==> config.mk <==
export PLATFORM = sky130hd
export DESIGN_NAME = float2int_pipe_flat
export DESIGN_NICKNAME = d
export VERILOG_FILES = /design/src/rtl/f2i_pkg.sv /design/src/rtl/float2int_pipe_if.sv /design/src/rtl/f2i_shift.sv /design/src/rtl/float2int_pipe.sv /design/src/flat_wrapper.sv
export SDC_FILE = /design/constraint.sdc
export NUM_CORES = 1
export LEC_CHECK = 0
export ABC_AREA = 1
export CAP_MARGIN = 40
export CORE_MARGIN = 3
export CORE_UTILIZATION = 45
export CTS_BUF_LIST = sky130_fd_sc_hd__clkbuf_8
export CTS_CLUSTER_SIZE = 24
export DETAILED_ROUTE_END_ITERATION = 16
export GPL_TIMING_DRIVEN = 0
export PLACE_DENSITY = 0.71
export SYNTH_ARGS = -nofsm -noshare
export SYNTH_HDL_FRONTEND = slang
export SYNTH_SLANG_ARGS = --single-unit
==> constraint.sdc <==
create_clock -name clk -period 2.8 [get_ports clk]
set_input_delay 0.42 -clock clk [delete_from_list [all_inputs] [get_ports clk]]
set_output_delay 0.42 -clock clk [all_outputs]
set_load 0.005 [all_outputs]
==> src/rtl/f2i_pkg.sv <==
// -----------------------------------------------------------------------------
// f2i_pkg
// Shared types and helpers for the float -> fixed-point converter pipeline.
//   - f2i_class_t : operand class decided in the unpack stage
//   - f2i_meta_t  : sign + class, carried unchanged down the pipeline
//   - exp_bias()  : IEEE-style exponent bias for a given exponent width
//   - f_sign/f_exp/f_man : field extraction from a {sign, exp, man} word
//     (the word is zero-extended to 64 bits so one helper serves any format)
//   - classify()  : ZERO / NORM / INF / NAN from the exponent/mantissa flags
// -----------------------------------------------------------------------------
package f2i_pkg;

    typedef enum logic [1:0] {
        F2I_ZERO,
        F2I_NORM,
        F2I_INF,
        F2I_NAN
    } f2i_class_t;

    typedef struct packed {
        logic       sign;
        f2i_class_t cls;
    } f2i_meta_t;

    function automatic int exp_bias(input int exp_w);
        return (1 << (exp_w - 1)) - 1;
    endfunction

    function automatic logic f_sign(input logic [63:0] f, input int man_w, input int exp_w);
        return f[man_w + exp_w];
    endfunction

    function automatic logic [63:0] f_exp(input logic [63:0] f, input int man_w, input int exp_w);
        return (f >> man_w) & ((64'd1 << exp_w) - 64'd1);
    endfunction

    function automatic logic [63:0] f_man(input logic [63:0] f, input int man_w);
        return f & ((64'd1 << man_w) - 64'd1);
    endfunction

    // Denormals share the all-zeros exponent with zero and are flushed.
    function automatic f2i_class_t classify(input logic exp_zero, input logic exp_ones,
                                            input logic man_zero);
        if (exp_zero)  return F2I_ZERO;
        if (!exp_ones) return F2I_NORM;
        return man_zero ? F2I_INF : F2I_NAN;
    endfunction

endpackage

==> src/rtl/float2int_pipe_if.sv <==
// -----------------------------------------------------------------------------
// float2int_pipe_if
// Input and output valid/ready streams of the float -> integer converter.
//   in_valid/in_ready/in_float        : float stream into the converter
//   out_valid/out_ready/out_int/
//   out_sat/out_nan                   : integer stream out of the converter
// Modports: master = the surrounding system (drives floats, sinks integers),
//           slave  = the converter.
// -----------------------------------------------------------------------------
interface float2int_pipe_if #(
    parameter int MAN   = 23,
    parameter int EXP   = 8,
    parameter int OUT_W = 24
);
    logic                 in_valid;
    logic                 in_ready;
    logic [MAN+EXP:0]     in_float;
    logic                 out_valid;
    logic                 out_ready;
    logic [OUT_W-1:0]     out_int;
    logic                 out_sat;
    logic                 out_nan;

    modport master (
        output in_valid, in_float, out_ready,
        input  in_ready, out_valid, out_int, out_sat, out_nan
    );

    modport slave (
        input  in_valid, in_float, out_ready,
        output in_ready, out_valid, out_int, out_sat, out_nan
    );
endinterface

==> src/rtl/f2i_shift.sv <==
// -----------------------------------------------------------------------------
// f2i_shift
// Combinational bidirectional barrel shifter for the converter's second stage.
//   mant   in  MAN+1  significand with hidden one
//   shift  in  SH_W   signed shift amount (>=0 left, <0 right)
//   mag    out OUT_W+1 shifted magnitude (one spare bit above the integer range
//                     so -2^(OUT_W-1) stays representable before saturation)
//   guard  out 1      first bit shifted out on a right shift
//   sticky out 1      OR of every bit below guard
//   ovf    out 1      a set bit would land above bit OUT_W on a left shift
// Assumes OUT_W >= MAN so a right-shifted significand always fits in mag.
// -----------------------------------------------------------------------------
module f2i_shift #(
    parameter int MAN   = 23,
    parameter int OUT_W = 24,
    parameter int SH_W  = 16
) (
    input  logic [MAN:0]             mant,
    input  logic signed [SH_W-1:0]   shift,
    output logic [OUT_W:0]           mag,
    output logic                     guard,
    output logic                     sticky,
    output logic                     ovf
);
    localparam int LW = MAN + 1 + OUT_W;   // wide enough to see any overflow bit
    localparam int RW = 2 * MAN + 3;       // significand + guard + sticky field

    logic [LW-1:0] lwide;
    logic [RW-1:0] rwide;
    int            amt;

    // NOTE: every output of a combinational block gets a default first, so no
    // path through the if/else can leave a value held and infer a latch.
    always_comb begin
        mag    = '0;
        guard  = 1'b0;
        sticky = 1'b0;
        ovf    = 1'b0;
        lwide  = '0;
        rwide  = '0;
        amt    = int'(shift);
        if (amt >= 0) begin
            // The hidden one sits at bit MAN, so any shift past OUT_W overflows.
            if (amt > OUT_W) begin
                ovf = 1'b1;
            end else begin
                lwide = LW'(mant) << amt;
                mag   = lwide[OUT_W:0];
                ovf   = |lwide[LW-1:OUT_W+1];
            end
        end else if (-amt > MAN + 2) begin
            // Everything, including the guard position, fell off the bottom.
            sticky = 1'b1;
        end else begin
            rwide  = {mant, {(MAN+2){1'b0}}} >> (-amt);
            mag    = (OUT_W+1)'(rwide[RW-1:MAN+2]);
            guard  = rwide[MAN+1];
            sticky = |rwide[MAN:0];
        end
    end
endmodule

==> src/rtl/float2int_pipe.sv <==
// -----------------------------------------------------------------------------
// float2int_pipe
// Three-stage float -> signed fixed-point converter with valid/ready
// backpressure; turns the float IIR stage's y_float back into integer samples.
//   S1 unpack : classify, restore hidden one, compute shift amount
//   S2 shift  : barrel shift to integer position (guard/sticky/overflow)
//   S3 finish : round, apply sign, saturate, handle Inf/NaN
// Ports:
//   clk    rising-edge clock
//   rst_n  asynchronous active-low reset (drops all in-flight data)
//   io     float2int_pipe_if.slave: in_* float stream, out_* integer stream
// Build option: define F2I_ROUND_EN for round-half-to-even on the magnitude;
// otherwise the magnitude is truncated (toward zero). Timing is identical.
// -----------------------------------------------------------------------------
module float2int_pipe
    import f2i_pkg::*;
#(
    parameter int MAN   = 23,
    parameter int EXP   = 8,
    parameter int OUT_W = 24,
    parameter int FRAC  = 0
) (
    input  logic              clk,
    input  logic              rst_n,
    float2int_pipe_if.slave   io
);
    localparam int SH_W = 16;
    localparam int BIAS = exp_bias(EXP);

    // Magnitude limits (OUT_W+2 bits to hold a rounding carry) and output bounds.
    localparam logic [OUT_W+1:0] POS_LIM = {3'b000, {(OUT_W-1){1'b1}}};
    localparam logic [OUT_W+1:0] NEG_LIM = {3'b001, {(OUT_W-1){1'b0}}};
    localparam logic [OUT_W-1:0] MAX_INT = {1'b0, {(OUT_W-1){1'b1}}};
    localparam logic [OUT_W-1:0] MIN_INT = {1'b1, {(OUT_W-1){1'b0}}};

    typedef struct packed {
        f2i_meta_t               meta;
        logic [MAN:0]            mant;
        logic signed [SH_W-1:0]  shift;
    } s1_t;

    typedef struct packed {
        f2i_meta_t      meta;
        logic [OUT_W:0] mag;
        logic           guard;
        logic           sticky;
        logic           ovf;
    } s2_t;

    logic v1, v2, v3;
    logic rdy1, rdy2, rdy3;
    s1_t  s1_d, s1_q;
    s2_t  s2_d, s2_q;

    // ---------------- handshake ----------------
    // A stage may load when it is empty or its contents move on this cycle.
    assign rdy3         = ~v3 | io.out_ready;
    assign rdy2         = ~v2 | rdy3;
    assign rdy1         = ~v1 | rdy2;
    assign io.in_ready  = rdy1;
    assign io.out_valid = v3;

    // ---------------- S1: unpack ----------------
    logic           in_sign;
    logic [EXP-1:0] in_exp;
    logic [MAN-1:0] in_man;

    assign in_sign = f_sign(64'(io.in_float), MAN, EXP);
    assign in_exp  = EXP'(f_exp(64'(io.in_float), MAN, EXP));
    assign in_man  = MAN'(f_man(64'(io.in_float), MAN));

    always_comb begin
        s1_d.meta.sign = in_sign;
        s1_d.meta.cls  = classify(~|in_exp, &in_exp, ~|in_man);
        s1_d.mant      = {1'b1, in_man};
        s1_d.shift     = SH_W'(int'(in_exp) - BIAS - MAN + FRAC);
    end

    // ---------------- S2: shift ----------------
    logic [OUT_W:0] sh_mag;
    logic           sh_guard, sh_sticky, sh_ovf;

    f2i_shift #(
        .MAN   (MAN),
        .OUT_W (OUT_W),
        .SH_W  (SH_W)
    ) u_shift (
        .mant   (s1_q.mant),
        .shift  (s1_q.shift),
        .mag    (sh_mag),
        .guard  (sh_guard),
        .sticky (sh_sticky),
        .ovf    (sh_ovf)
    );

    always_comb begin
        s2_d.meta   = s1_q.meta;
        s2_d.mag    = sh_mag;
        s2_d.guard  = sh_guard;
        s2_d.sticky = sh_sticky;
        s2_d.ovf    = sh_ovf;
    end

    // ---------------- S3: round / sign / saturate ----------------
    logic             rnd_inc;
    logic [OUT_W+1:0] mag_r;
    logic [OUT_W+1:0] lim;
    logic [OUT_W-1:0] bound;
    logic [OUT_W-1:0] s3_int;
    logic             s3_sat, s3_nan;

`ifdef F2I_ROUND_EN
    // Round half to even: up when above half, or exactly half with odd LSB.
    assign rnd_inc = s2_q.guard & (s2_q.sticky | s2_q.mag[0]);
`else
    logic round_bits_unused;
    assign rnd_inc           = 1'b0;
    assign round_bits_unused = s2_q.guard ^ s2_q.sticky;
`endif

    always_comb begin
        mag_r  = {1'b0, s2_q.mag} + {{(OUT_W+1){1'b0}}, rnd_inc};
        // Negative side reaches one further: -2^(OUT_W-1) is representable.
        lim    = s2_q.meta.sign ? NEG_LIM : POS_LIM;
        bound  = s2_q.meta.sign ? MIN_INT : MAX_INT;
        s3_int = '0;
        s3_sat = 1'b0;
        s3_nan = 1'b0;
        case (s2_q.meta.cls)
            F2I_NAN: s3_nan = 1'b1;
            F2I_INF: begin
                s3_int = bound;
                s3_sat = 1'b1;
            end
            F2I_NORM: begin
                if (s2_q.ovf || (mag_r > lim)) begin
                    s3_int = bound;
                    s3_sat = 1'b1;
                end else begin
                    s3_int = s2_q.meta.sign ? -mag_r[OUT_W-1:0] : mag_r[OUT_W-1:0];
                end
            end
            default: ;  // F2I_ZERO: zero, no flags
        endcase
    end

    // ---------------- pipeline registers ----------------
    // NOTE: sequential state uses non-blocking assignments so every register
    // samples pre-edge values, whatever order the simulator runs the blocks in.
    always_ff @(posedge clk or negedge rst_n) begin
        if (!rst_n) begin
            v1 <= 1'b0;
            v2 <= 1'b0;
            v3 <= 1'b0;
        end else begin
            if (rdy1) v1 <= io.in_valid;
            if (rdy2) v2 <= v1;
            if (rdy3) v3 <= v2;
        end
    end

    // NOTE: payload registers are deliberately not reset; the valid bits alone
    // decide whether their contents mean anything.
    always_ff @(posedge clk) begin
        if (rdy1) s1_q <= s1_d;
        if (rdy2) s2_q <= s2_d;
    end

    // Output registers are reset and only load real data, so they read zero
    // after reset and never show bubble contents.
    logic [OUT_W-1:0] out_int_q;
    logic             out_sat_q, out_nan_q;

    always_ff @(posedge clk or negedge rst_n) begin
        if (!rst_n) begin
            out_int_q <= '0;
            out_sat_q <= 1'b0;
            out_nan_q <= 1'b0;
        end else if (rdy3 && v2) begin
            out_int_q <= s3_int;
            out_sat_q <= s3_sat;
            out_nan_q <= s3_nan;
        end
    end

    assign io.out_int = out_int_q;
    assign io.out_sat = out_sat_q;
    assign io.out_nan = out_nan_q;

endmodule

==> src/flat_wrapper.sv <==
// flat-port wrapper written by rule: the top's interface ports become plain ports
module float2int_pipe_flat import f2i_pkg::*;
#(
    parameter int MAN   = 23,
    parameter int EXP   = 8,
    parameter int OUT_W = 24,
    parameter int FRAC  = 0
)
  (clk, rst_n, io_in_valid, io_in_float, io_out_ready, io_in_ready, io_out_valid, io_out_int, io_out_sat, io_out_nan);
  float2int_pipe_if #(.MAN(MAN), .EXP(EXP), .OUT_W(OUT_W)) io_i ();
  input  logic clk;
  input  logic rst_n;
  input wire logic [$bits(io_i.in_valid)-1:0] io_in_valid;
  input wire logic [$bits(io_i.in_float)-1:0] io_in_float;
  input wire logic [$bits(io_i.out_ready)-1:0] io_out_ready;
  output wire logic [$bits(io_i.in_ready)-1:0] io_in_ready;
  output wire logic [$bits(io_i.out_valid)-1:0] io_out_valid;
  output wire logic [$bits(io_i.out_int)-1:0] io_out_int;
  output wire logic [$bits(io_i.out_sat)-1:0] io_out_sat;
  output wire logic [$bits(io_i.out_nan)-1:0] io_out_nan;
  assign io_i.in_valid = io_in_valid;
  assign io_i.in_float = io_in_float;
  assign io_i.out_ready = io_out_ready;
  assign io_in_ready = io_i.in_ready;
  assign io_out_valid = io_i.out_valid;
  assign io_out_int = io_i.out_int;
  assign io_out_sat = io_i.out_sat;
  assign io_out_nan = io_i.out_nan;
  float2int_pipe #(.MAN(MAN), .EXP(EXP), .OUT_W(OUT_W), .FRAC(FRAC)) u_core (.clk(clk), .rst_n(rst_n), .io(io_i));
endmodule
==> results of run 1 <==
-- state kept, by name, summed over array words and instances (netlist names) --
register	cells
u_core.s1_q	42
u_core.s2_q	29
u_core.v2	1
u_core.io.out_int	24
u_core.v1	1
u_core.io.out_valid	1
u_core.io.out_nan	1
u_core.io.out_sat	1
-- stage by stage --
stage	area [sq um]	worst slack (ps)	instances	util	power, W
after floorplan	9057	-35.03	1369	-	0.003453
after global routing	11880	-634.7	1786	0.6085	0.006088
after global placement	10020	-834.5	1697	0.5131	0.004218
after CTS	10970	-311.7	1757	0.5616	0.005435
final	11880	-475.4	1786	0.6085	0.005700
after detailed placement	10100	-816.6	1701	0.5172	0.004257
-- worst reg2reg max path: stages, from the launching register on --
cell and delay (ps):
edfxtp_1 480, nor2_4 200, nand2_1 120, nor3_4 240
nand3_2 120, ha_4 240, nor2_4 110, nand2_1 50
a21oi_1 130, nand4_1 260, nor2_2 270, buf_6 190
buf_8 130, nand3_1 90, o21ai_2 120, nand2_1 80
nand2_1 90, o211ai_1 160, nand2_1 90
-- layout make-up --
cell class              instances  area, sq um  share of cell area
repair buffers                136         1353              0.1138
clock inverters                 7        90.09            0.007582
clock buffers                   9        123.9             0.01043
multi-input cells            1108         6310              0.5311
plain buffers                  67        447.9             0.03770
inverters                      94        367.9             0.03096
flip-flops and latches        100         2858              0.2405
well taps                     265        331.6             0.02791
-- final timing paths --
kind	cells after the start	end	slack, ps
max in group asynchronous	2	u_core.v1	1960
max reg2reg	18	u_core.s2_q[16]	-480
min	1	u_core.io.out_int[14]	340
min in group clk	0	u_core.s2_q[30]	440
min reg2reg	0	u_core.s2_q[30]	440
max	18	u_core.s2_q[16]	-480
-- power by group --
group	internal, W	leakage, nW	total, W	switching (W)
Combinational	0.00106	4.33	0.00268	0.00161
Sequential	0.00183	1.11	0.00201	0.000179
Clock	0.000435	0.109	0.00101	0.000579
Total	0.00333	5.55	0.00570	0.00237
-- cell families after synthesis --
| kind of cell | after synthesis | share of synthesized area |
|---|---|---|
| flip-flops | 100 | 0.3177 |
| AND/OR/NAND/NOR | 908 | 0.4434 |
| adder cells (fa/ha/maj) | 36 | 0.05007 |
| AO/OA/AOI/OAI | 130 | 0.07914 |
| multiplexers | 3 | 0.003477 |
| buffers and inverters | 162 | 0.07705 |
| XOR/XNOR | 30 | 0.02921 |
-- layer usage --
| layer | part of all wire | GRT usage |
|---|---|---|
| met1 | 0.41 | 0.3468 |
| met2 | 0.48 | 0.4585 |
| met3 | 0.061 | 0.03127 |
| met4 | 0.046 | 0.1170 |
| met5 | 0 | 0 |
-- cell usage after synthesis, types with 19 or more instances --
library cell	number	area (sq um)
xor2_1	19	166.4
nand3_1	216	1081
ha_1	36	450.4
buf_2	19	95.09
o21ai_0	61	305.3
nand2_1	521	1956
nand4_1	21	131.4
dfrtp_1	29	725.7
nor2_1	88	330.3
a21oi_1	31	155.2
clkbuf_1	26	97.59
edfxtp_1	71	2132
inv_1	85	319.1
-- layout by cell type, fill, tap and decap left out, drive strengths merged, types with 2 or more instances in the layout --
cell type and count:
nand2 526, nand3 220, buf 114, nor2 101, inv 94, o21ai 76, edfxtp 71, clkdlybuf4s50 63
ha 36, clkbuf 34, a21oi 31, dfrtp 29, nand4 21, xor2 19, nand3b 14, xnor2 11
o211ai 11, nor3 11, nor4 7, clkinv 5, o21bai 3, or2 3, and2 3, o22ai 3
mux2i 2, and3 2
-- what timing repair did --
item	in CTS	in global routing
setup endpoints to repair	48	51
buffers inserted	36	27
resized for setup	89	179
hold buffers	0	0
gates cloned	5	3
pin swaps	38	81
endpoints found under the hold margin	0	0
==> metrics.md, run 1 <==
| Metric | Value |
|---|---|
| Pwr dens | between 400 and 500 nW/um^2 |
| Clk_skew | 19.65 ps |
| Gate Count Post-Synth | approximately 1400 |
| Yosys Warn Count | 0 |
| Final-stage net count | 1588 |
| Layout cells sized above 1 | 0.2202 |
| Core Area | around 20000 sq um |
| GRT overflow | 0 |
| Failing checks | negative setup slack |
| Antenna violations before repair | 0 |
| Die ar. | 21720 sq um |
| CP max-delay cell | edfxtp_1 |
| Leak pwr | 5.553 nW |
| VDD IR max | 0.0002408 V |
| Average wire per standard cell | 17.10 um |
| First-pass GRT wire length | 46910 um |
| Hold Slack | 336.9 ps |
| Worst path top cell family by delay | simple AND/OR/NAND/NOR gates |
| CTS tree | built |
| Post-route DRC | 0 |
| Seq/Total Area, Yosys | 0.3177 |
| Skew-Pair Late Insertion Delay | 410 ps |
| Total CTS buffers | 9 |
| Worst slew margin | 0.5524 |
| Post-Synthesis Net Count | 1441 |
| EDFF count, synth | 71 |
| Syn_area_per_cell | 6.571 sq um |
| Fmax achieved | just over 300 MHz |
| Port bufs | 63 |
| Routability cong. | 0.9719 |
| Post-DRT Antenna Nets | 0 |
| Reg-to-Reg Start | u_core.s1_q[5] |
| Fin crit share | 1.170 |
| CP bufs+invs | 2 |
| Crit-path max FO | 6 |
| Sum Neg Setup Slack | -7699 ps |
| Pins Over Slew Limit | 0 |
| Worst-case clock buffer depth | 2 |
| I/O pin total | 64 |
| Hold Crit Class | in2async |
| Crit path top cell by count | nand2_1 |
| Root Driver | clkbuf_8 |
| Setup WS post-layout | -475.4 ps |
| Synth Flop Type | edfxtp_1 |
| RSZ-0062 raised after global routing | yes |
| Die X | 147.4 um |
| Slew @ Worst Pin | around 670 ps |
| Layout fillers | 1816 |
| Site Rows | 51 |
| Outcome | complete, but fails checks |
| Worst setup EP type | flip-flop |
| Setup crit start | u_core.s1_q[5] |
| Crit start category | flip-flop |
| DR pass1 iterations | 5 |
| Die height | 147.4 um |
| Async SR Flop Fraction | 0.2900 |
| CP max stage delay | 480 ps |
| Detailed placement HPWL | around 22000 um |
| Largest net degree at the start of global routing | 39 |
| Critical Path RT | 3090 ps |
| Via count | 9978 |
| H-tree depth | 3 |
| Worst-path clk slew | 120 ps |
| Total GRT Usage | 0.2690 |
| Effective utilization at floorplan | 0.4607 |
| N_diodes | 0 |
| Post-synthesis register bit count | 100 |
| CP Data Arrival Time | 3560 ps |
| Worst-path cell chain | nor2_4 -> nand2_1 -> nor3_4 -> nand3_2 -> ha_4 -> nor2_4 -> nand2_1 -> a21oi_1 -> nand4_1 -> nor2_2 -> buf_6 -> buf_8 -> nand3_1 -> o21ai_2 -> nand2_1 -> nand2_1 -> o211ai_1 -> nand2_1 |
| Sink Count | 100 |
| Initial drt markers | 924 |
| Final setup viols | 24 |
| Distinct cells, synth | 50 |
| Max-cap violation count | 0 |
| Via density | roughly 5.6 |
| Vias in the first global route | 9187 |
| Mapped cell area | between 8000 and 9000 sq um |
| Routed WL | 30550 um |
| Crit Path Class | reg2reg |
| Fin. Hold Viols | 0 |
| Fin crit period | 3275 ps |
| Synth-to-Final Area Change | 32.07% |
Note: power is estimated with default switching activity, not from simulation.
==> run 2, diff against run 1 <==
--- a/config.mk
+++ b/config.mk
@@ -10,9 +10,9 @@
 export CORE_MARGIN = 3
 export CORE_UTILIZATION = 45
 export CTS_BUF_LIST = sky130_fd_sc_hd__clkbuf_8
+export CTS_CLUSTER_DIAMETER = 100
 export CTS_CLUSTER_SIZE = 24
 export DETAILED_ROUTE_END_ITERATION = 16
-export GPL_TIMING_DRIVEN = 0
 export PLACE_DENSITY = 0.71
 export SYNTH_ARGS = -nofsm -noshare
 export SYNTH_HDL_FRONTEND = slang
==> metrics.md, run 2 (synthesized netlist as in run 1, its figures left out) <==
| Metric | Value |
|---|---|
| Outcome | complete, but fails checks |
| Failing checks | negative setup slack |
| Sequential share of power | 0.370 |
| Most common cell after layout, fill and taps aside | nand2_1 |
| N_diodes | 0 |
| Crit start category | flip-flop |
| Detailed placement HPWL | 19820 um |
| Routed WL | 26540 um |
| Vias in the first global route | between 8000 and 9000 |
| Core Area | about 20000 sq um |
| H-tree depth | 3 |
| DR pass1 iterations | 5 |
| Max FFs per register | 42 |
| Max-cap violation count | 0 |
| RSZ-0062 raised after global routing | yes |
| CP max-delay cell | edfxtp_1 |
| Slew @ Worst Pin | 876.3 ps |
| Fmax achieved | roughly 330 MHz |
| Total CTS buffers | 9 |
| Register area | 2858 sq um |
| First-pass GRT wire length | 41970 um |
| Site Rows | between 50 and 60 |
| Port bufs | 63 |
| Synth-to-Final Area Change | 22.13% |
| Sw Ratio | 0.4152 |
| Worst-case clock buffer depth | 2 |
| Final-stage net count | around 1500 |
| Effective utilization at floorplan | 0.4607 |
| VDD IR max | between 0.0002 and 0.0003 V |
| Clock power share | 0.188 |
| Net Switching | around 0.0022 W |
| CP max stage delay | about 420 ps |
| Antenna violations before repair | 1 |
| Layout cells sized above 1 | 0.1364 |
| Cell internal pwr | 0.003139 W |
| Routability cong. | 0.9931 |
| Pins Over Slew Limit | 0 |
| Total GRT Usage | 0.2382 |
| Hold Crit Class | in2async |
| Via density | around 5.5 |
| Post-DRT Antenna Nets | 0 |
| Reg-to-Reg Start | u_core.s1_q[8] |
| Post-route DRC | 0 |
| CTS tree | built |
| Worst slew margin | 0.4151 |
| Most frequent cells in the layout | 503 x nand2_1, 207 x nand3_1, 86 x buf_4 |
| Final setup viols | 20 |
| Die X | roughly 150 um |
| Crit-path max FO | 14 |
| Pwr dens | 488.5 nW/um^2 |
| Reg with most FFs | u_core.s1_q |
| Setup crit start | u_core.s1_q[8] |
| Worst-path clk slew | 120 ps |
| CP Data Arrival Time | between 3000 and 4000 ps |
| I/O pin total | 64 |
| Die ar. | 21720 sq um |
| Fin crit share | 1.094 |
| Layout fillers | 1914 |
| Sink Count | 100 |
| Tot Pwr | 0.005367 W |
| Crit Path Class | reg2reg |
| Combinational Power Share | 0.442 |
| Critical Path RT | 3020 ps |
| Fin crit period | 3062 ps |
| Leak pwr | 5.299 nW |
| Skew-Pair Late Insertion Delay | between 400 and 500 ps |
| Root Driver | clkbuf_8 |
| Die height | 147.4 um |
| Sum Neg Setup Slack | -3283 ps |
| Via count | 9577 |
| Setup WS post-layout | -262.0 ps |
| Worst setup EP type | flip-flop |
| Fin. Hold Viols | 0 |
| Worst-path cell chain | nor2_2 -> nand3_2 -> nor3_4 -> nand3_1 -> ha_1 -> nor2_2 -> nand2_1 -> a21oi_2 -> nand4_1 -> nor2_4 -> buf_12 -> buf_4 -> nand3_2 -> nand2_2 -> nand2_1 -> nand2_2 -> nor2_1 -> o22ai_1 |
| Average wire per standard cell | 15.20 um |
| Clk_skew | 24.89 ps |
| Multi-input gate area | 5668 sq um |
| Initial drt markers | around 1000 |
| Largest net degree at the start of global routing | 44 |
| GRT overflow | 0 |
## run 2: cell types whose count changed in the layout (fill, tap and decap cells not counted), moves of 15 or more
cell      change
buf_4        +28
buf_6        -15
clkbuf_1     -21
nand2_1      +41
nand2_2      -33
nand3_1      +51
nand3_2      -46
## run 2: routing by layer
metal	GRT usage	vias up	wire, um
met5	0	-	13
met4	0.07689	2	860
met3	0.03679	74	1725
met2	0.3988	364	12460
met1	0.3184	4379	11480
li1	-	4758	-
## run 2: path summary, 6_finish.rpt
check,endpoint,slack (ps),depth (start not counted)
setup / recovery,u_core.s2_q[17],-260,18
setup reg to reg,u_core.s2_q[17],-260,18
min in group clk,u_core.s2_q[30],480,0
hold reg to reg,u_core.s2_q[30],480,0
max in group asynchronous,u_core.io.out_valid,2150,2
hold / removal,u_core.io.out_int[18],380,2
## run 2: area by class of cell
cell class,count,share of cell area
Clock buffer,9,0.01127
Clock inverter,7,0.008086
Inverter,94,0.03268
Multi-Input combinational cell,1107,0.5159
Sequential cell,100,0.2601
Tap cell,265,0.03018
Timing Repair Buffer,164,0.1418
## run 2: metrics by stage
| step | cell area (sq um) | util | setup WS (ps) | hold WS, ps | cells |
|---|---|---|---|---|---|
| finish | 10990 | 0.5627 | -262.0 | 377.3 | 1746 |
| global route | 10990 | 0.5627 | -435.1 | 389.4 | 1746 |
| CTS | 10770 | 0.5518 | -101.6 | 384.4 | 1739 |
| detailed placement | 10280 | 0.5263 | -212.7 | 462.5 | 1705 |
| floorplan | 9057 | - | -35.03 | 124.4 | 1369 |
| global placement | 10280 | 0.5263 | -190.8 | 453.2 | 1705 |
## run 2: worst max-delay path: cells and delay by family (launching register included)
kind	cells	cell delay (ps)
DFF	1	420
AOI/OAI and AO/OA	2	270
and+or+nand+nor	13	1590
adders and majority gates	1	310
buffers and inverters	2	270
## run 2: power by group through the flow
stage	Combinational [W]	Sequential, W	Clock, W
after floorplan	0.00145	0.00200	0
after global placement	0.00222	0.00201	0
after detailed placement	0.00225	0.00202	0
after CTS	0.00230	0.00199	0.00102
after global routing	0.00266	0.00201	0.00108
final	0.00237	0.00199	0.00101
## run 2: timing repair
action                     4_1_cts  5_1_grt
pin swaps                       25       28
cloned                           2        2
hold buffers                     0        0
buffers inserted                18        6
setup endpoints to repair       24       49
resized for setup               27       44
==> edit 1 (config.mk and constraints of run 2) <==
The option `F2I_ROUND_EN` is turned on by a define.
--- a/src/rtl/float2int_pipe.sv
+++ b/src/rtl/float2int_pipe.sv
@@ -12,6 +12,8 @@
 // Build option: define F2I_ROUND_EN for round-half-to-even on the magnitude;
 // otherwise the magnitude is truncated (toward zero). Timing is identical.
 // -----------------------------------------------------------------------------
+`define F2I_ROUND_EN
+
 module float2int_pipe
     import f2i_pkg::*;
 #(
Behaviour: not the same (a bounded check fails within 4 cycles, from zero or initial values and one cycle with rst_n low).
==> edit 1 against run 2 <==
The flow still finishes with violations (negative setup slack). Sequential share of layout area is 6.9 points lower. Critical path depth increased by 8. Final cell count rose by 29%. Clock skew down 0.0060 ns. Synthesized area rose by 15%. Sequential cell count rose by 2. Total power grew 37%. Setup slack worse by 0.64 ns. Wire length rose by 37%. Design area up 39%. Fmax down 17%. Critical endpoint is now u_core.io.out_int[11]. Largest cell class unchanged. Largest power group unchanged.
==> edit 1: results (changes against run 2) <==
| Metric | Value |
|---|---|
| Drt initial violations | 1233 (+21%) |
| Critical Path AT | 4.02 ns (+0.74 ns) |
| Adder-Cell Fraction of Synth Area | 0.0461 (-0.00393) |
| Finish-stage setup viols | 51 (+160%) |
| Status | complete, but fails checks |
| Slowest stage delay, CP | 0.39 ns (-0.03 ns) |
| Worst Setup SP | u_core.s2_q[3] |
| EDFF count, synth | 73 (+2.8%) |
| Failing checks | negative setup slack |
| Routability Congestion | 0.988 (-0.55%) |
| Number of global-route vias before repair | 11301 (+31%) |
| Nets@finish | 2050 (+32%) |
| HPWL Detailed | 26300 um (+33%) |
| Relative slew slack | 0.591 (+0.176) |
| GRT Util Overall | 0.284 (+0.0459) |
| Top cells by area, synth | nand2_1 (25%), edfxtp_1 (21%), dfrtp_1 (7.0%) |
| Comb. pwr | 4.40 mW (+86%) |
| First-pass GRT wire length | 56400 um (+34%) |
| Routed wire length | 36400 um (+37%) |
| FF-to-FF Start | u_core.s2_q[3] |
| Worst Skew | 0.0189 ns (-0.00595 ns) |
| Setup ws final | -0.903 ns (-0.641 ns) |
| Seq/Total Area, Yosys | 0.283 (-0.0345) |
| DP Worst Slack | -0.908 ns (-0.696 ns) |
| Vias post-DR | 12165 (+27%) |
| Mux contribution to synthesized area | 0.00206 (-0.00141) |
| Via density | 5.38 (-1.9%) |
| Layout cells sized above 1 | 0.329 (+0.193) |
| VDD IR max | 0.284 mV (+9.8%) |
| TNS Setup | -29.00 ns (-25.71 ns) |
| Max Fanout on Critical Path | 3 (-11) |
| P_sw | 3.24 mW (+45%) |
| Syn Inst Count | 1638 (+20%) |
| Top cells by count, synth | nand2_1 (679), inv_1 (130), nor2_1 (123) |
edit 1: per-layer routing:
| metal | wire [um] | vias to the layer above | GRT usage |
|---|---|---|---|
| met5 | 13 | - | 0 |
| met3 | 2080 | 75 | 0.0467 |
| met1 | 15700 | 5657 | 0.375 |
| met4 | 1220 | 2 | 0.0814 |
| met2 | 17400 | 397 | 0.482 |
| li1 | - | 6034 | - |
edit 1: what timing repair did:
item                                    in CTS  in global routing
endpoints found under the setup margin      52                 53
setup buffers                               52                 21
gates resized for setup                    171                195
gates cloned                                 5                  3
pin swaps                                   80                 68
edit 1: worst paths after layout:
kind / endpoint / slack (ns) / cells past startpoint
max: u_core.io.out_int[11] / -0.90 / 26
min: u_core.io.out_int[17] / 0.38 / 2
max reg2reg: u_core.io.out_int[11] / -0.90 / 26
min reg2reg: u_core.s2_q[29] / 0.45 / 0
max in group asynchronous: u_core.io.out_sat / 2.13 / 2
min in group clk: u_core.s2_q[29] / 0.45 / 0
edit 1: worst max-delay path: cells and delay by family, from the launching register on:
family          cells  cell delay [ns]
flops               1             0.39
buf+inv            14             1.71
xor+xnor            2             0.43
compound gates      2             0.26
fa+ha+maj           1             0.16
simple gates        7             0.68
edit 1: cell families (layout without fill, tap and decap cells):
family / Yosys count / count (layout)
adders and majority gates: 38 / 38
DFF: 102 / 102
and+or+nand+nor: 1022 / 1025
muxes: 2 / 2
buffers and inverters: 213 / 553
AOI/OAI and AO/OA: 218 / 218
xor gates and xnor gates: 43 / 43
edit 1: area by class of cell:
| cell class | count | area (sq um) |
|---|---|---|
| clock buffer | 9 | 124 |
| clock inverter | 7 | 65.1 |
| fill | 1834 | 6920 |
| inverter | 143 | 561 |
| multi-input combinational | 1326 | 7760 |
| sequential | 102 | 2920 |
| tap | 280 | 350 |
| timing repair buffer | 394 | 3460 |
==> edit 2 (flow settings as in run 2) <==
Without the edit above. Make the reset (`rst_n`) synchronous in 2 clocked blocks. Comments in the files are not updated.
--- a/src/rtl/float2int_pipe.sv
+++ b/src/rtl/float2int_pipe.sv
@@ -147,7 +147,7 @@
     // ---------------- pipeline registers ----------------
     // NOTE: sequential state uses non-blocking assignments so every register
     // samples pre-edge values, whatever order the simulator runs the blocks in.
-    always_ff @(posedge clk or negedge rst_n) begin
+    always_ff @(posedge clk) begin
         if (!rst_n) begin
             v1 <= 1'b0;
             v2 <= 1'b0;
@@ -171,7 +171,7 @@
     logic [OUT_W-1:0] out_int_q;
     logic             out_sat_q, out_nan_q;
 
-    always_ff @(posedge clk or negedge rst_n) begin
+    always_ff @(posedge clk) begin
         if (!rst_n) begin
             out_int_q <= '0;
             out_sat_q <= 1'b0;
Formal check against the unedited RTL: differs if rst_n is asserted again (counterexample within 4 cycles, from zero or initial values and one cycle with rst_n low); with rst_n held inactive, the same outputs for 4 cycles.
==> edit 2 against run 2 <==
The flow still finishes with violations (negative setup slack). Sequential share of layout area down 1.1 points. Wire length down 2.0%. Count of clock-buffer cells in the layout unchanged. Sequential cell count unchanged. Sequential power down 13%. Design area down 0.92%. Total power down 10%. Die area up 0.19%. Synthesized area up 0.19%. Clock skew down 0.0016 ns. Critical path type unchanged. Setup slack better by 0.084 ns.
==> edit 2: results (changes against run 2) <==
| Metric | Value |
|---|---|
| Status | complete, but fails checks |
| Failing checks | negative setup slack |
| TNS Setup | -1.25 ns (+2.03 ns) |
| Mapped Nets | 1445 (+0.28%) |
| Multi-input gates | 1103 (-0.36%) |
| Uppermost layer routed | met4 |
| DP Worst Slack | -0.198 ns (+0.0144 ns) |
| Top cells by area, synth | edfxtp_1 (24%), nand2_1 (22%), nand3_1 (11%) |
| First-pass GRT wire length | 41900 um (-0.25%) |
| VDD IR max | 0.227 mV (-12%) |
| Number of global-route vias before repair | 8531 (-0.73%) |
| Initial antenna violation count | 0 (-1) |
| Layout cells sized above 1 | 0.150 (+0.0139) |
| Critical Path AT | 3.26 ns (-0.02 ns) |
| Clk cell area share | 0.0198 (+0.000410) |
| Storage cell area | 2710 sq um (-5.1%) |
| Drt wl/cell | 15.0 um (-1.4%) |
| Vias post-DR | 9442 (-1.4%) |
| Non-clk invs | 103 (+9.6%) |
| Worst Skew | 0.0232 ns (-0.00165 ns) |
| Reg2Reg Depth | 21 (+3) |
| GR Layer Usage met2 | 0.395 (-0.00426) |
| Nets@finish | 1536 (-0.78%) |
| Met2 WL | 12300 um (-1.2%) |
| HPWL Detailed | 19400 um (-2.3%) |
| Setup ws final | -0.178 ns (+0.0835 ns) |
| Hold WC Path Type | reg2reg |
| Seq/Total Area, Yosys | 0.301 (-0.0167) |
| Finish-stage setup viols | 19 (-5.0%) |
| Routed wl met3 | 1590 um (-7.9%) |
| Drt pass-1 iters | 8 (+3) |
| Metal-1 WL | 11300 um (-1.7%) |
| Non-clk buf share | 0.126 (-0.0155) |
| Reg2Reg Capture Point | u_core.s2_q[3] |
| Drt initial violations | 945 (-7.5%) |
| Fraction of registers with async set/reset | 0 (-0.290) |
| Slew @ Worst Pin | 0.774 ns (-0.103 ns) |
==> edit 2: repair_timing <==
action                                  4_1_cts  5_1_grt
pin swaps                                     9       30
buffers inserted                             12        5
resized for setup                            30       44
endpoints found under the setup margin        8       48
cloned                                        3        3
==> edit 2: cell families (layout without fill, tap and decap cells) <==
logic type	after synthesis	count (layout)	synth area share
AND/OR/NAND/NOR	884	886	0.442
buffers and inverters	173	267	0.0830
AO/OA/AOI/OAI	146	146	0.0901
flip-flops	100	100	0.301
XOR/XNOR	36	36	0.0358
adder cells (fa/ha/maj)	35	35	0.0486
==> edit 2: stage by stage <==
stage          hold WS, ns  utilization  std cells  power, mW
3_3_place_gp         0.401        0.520       1696       3.65
6_report             0.450        0.556       1735       4.81
4_1_cts              0.448        0.544       1727       4.72
5_1_grt              0.455        0.556       1735       5.14
3_5_place_dp         0.422        0.520       1696       3.67
2_1_floorplan        0.400            -       1374       3.14
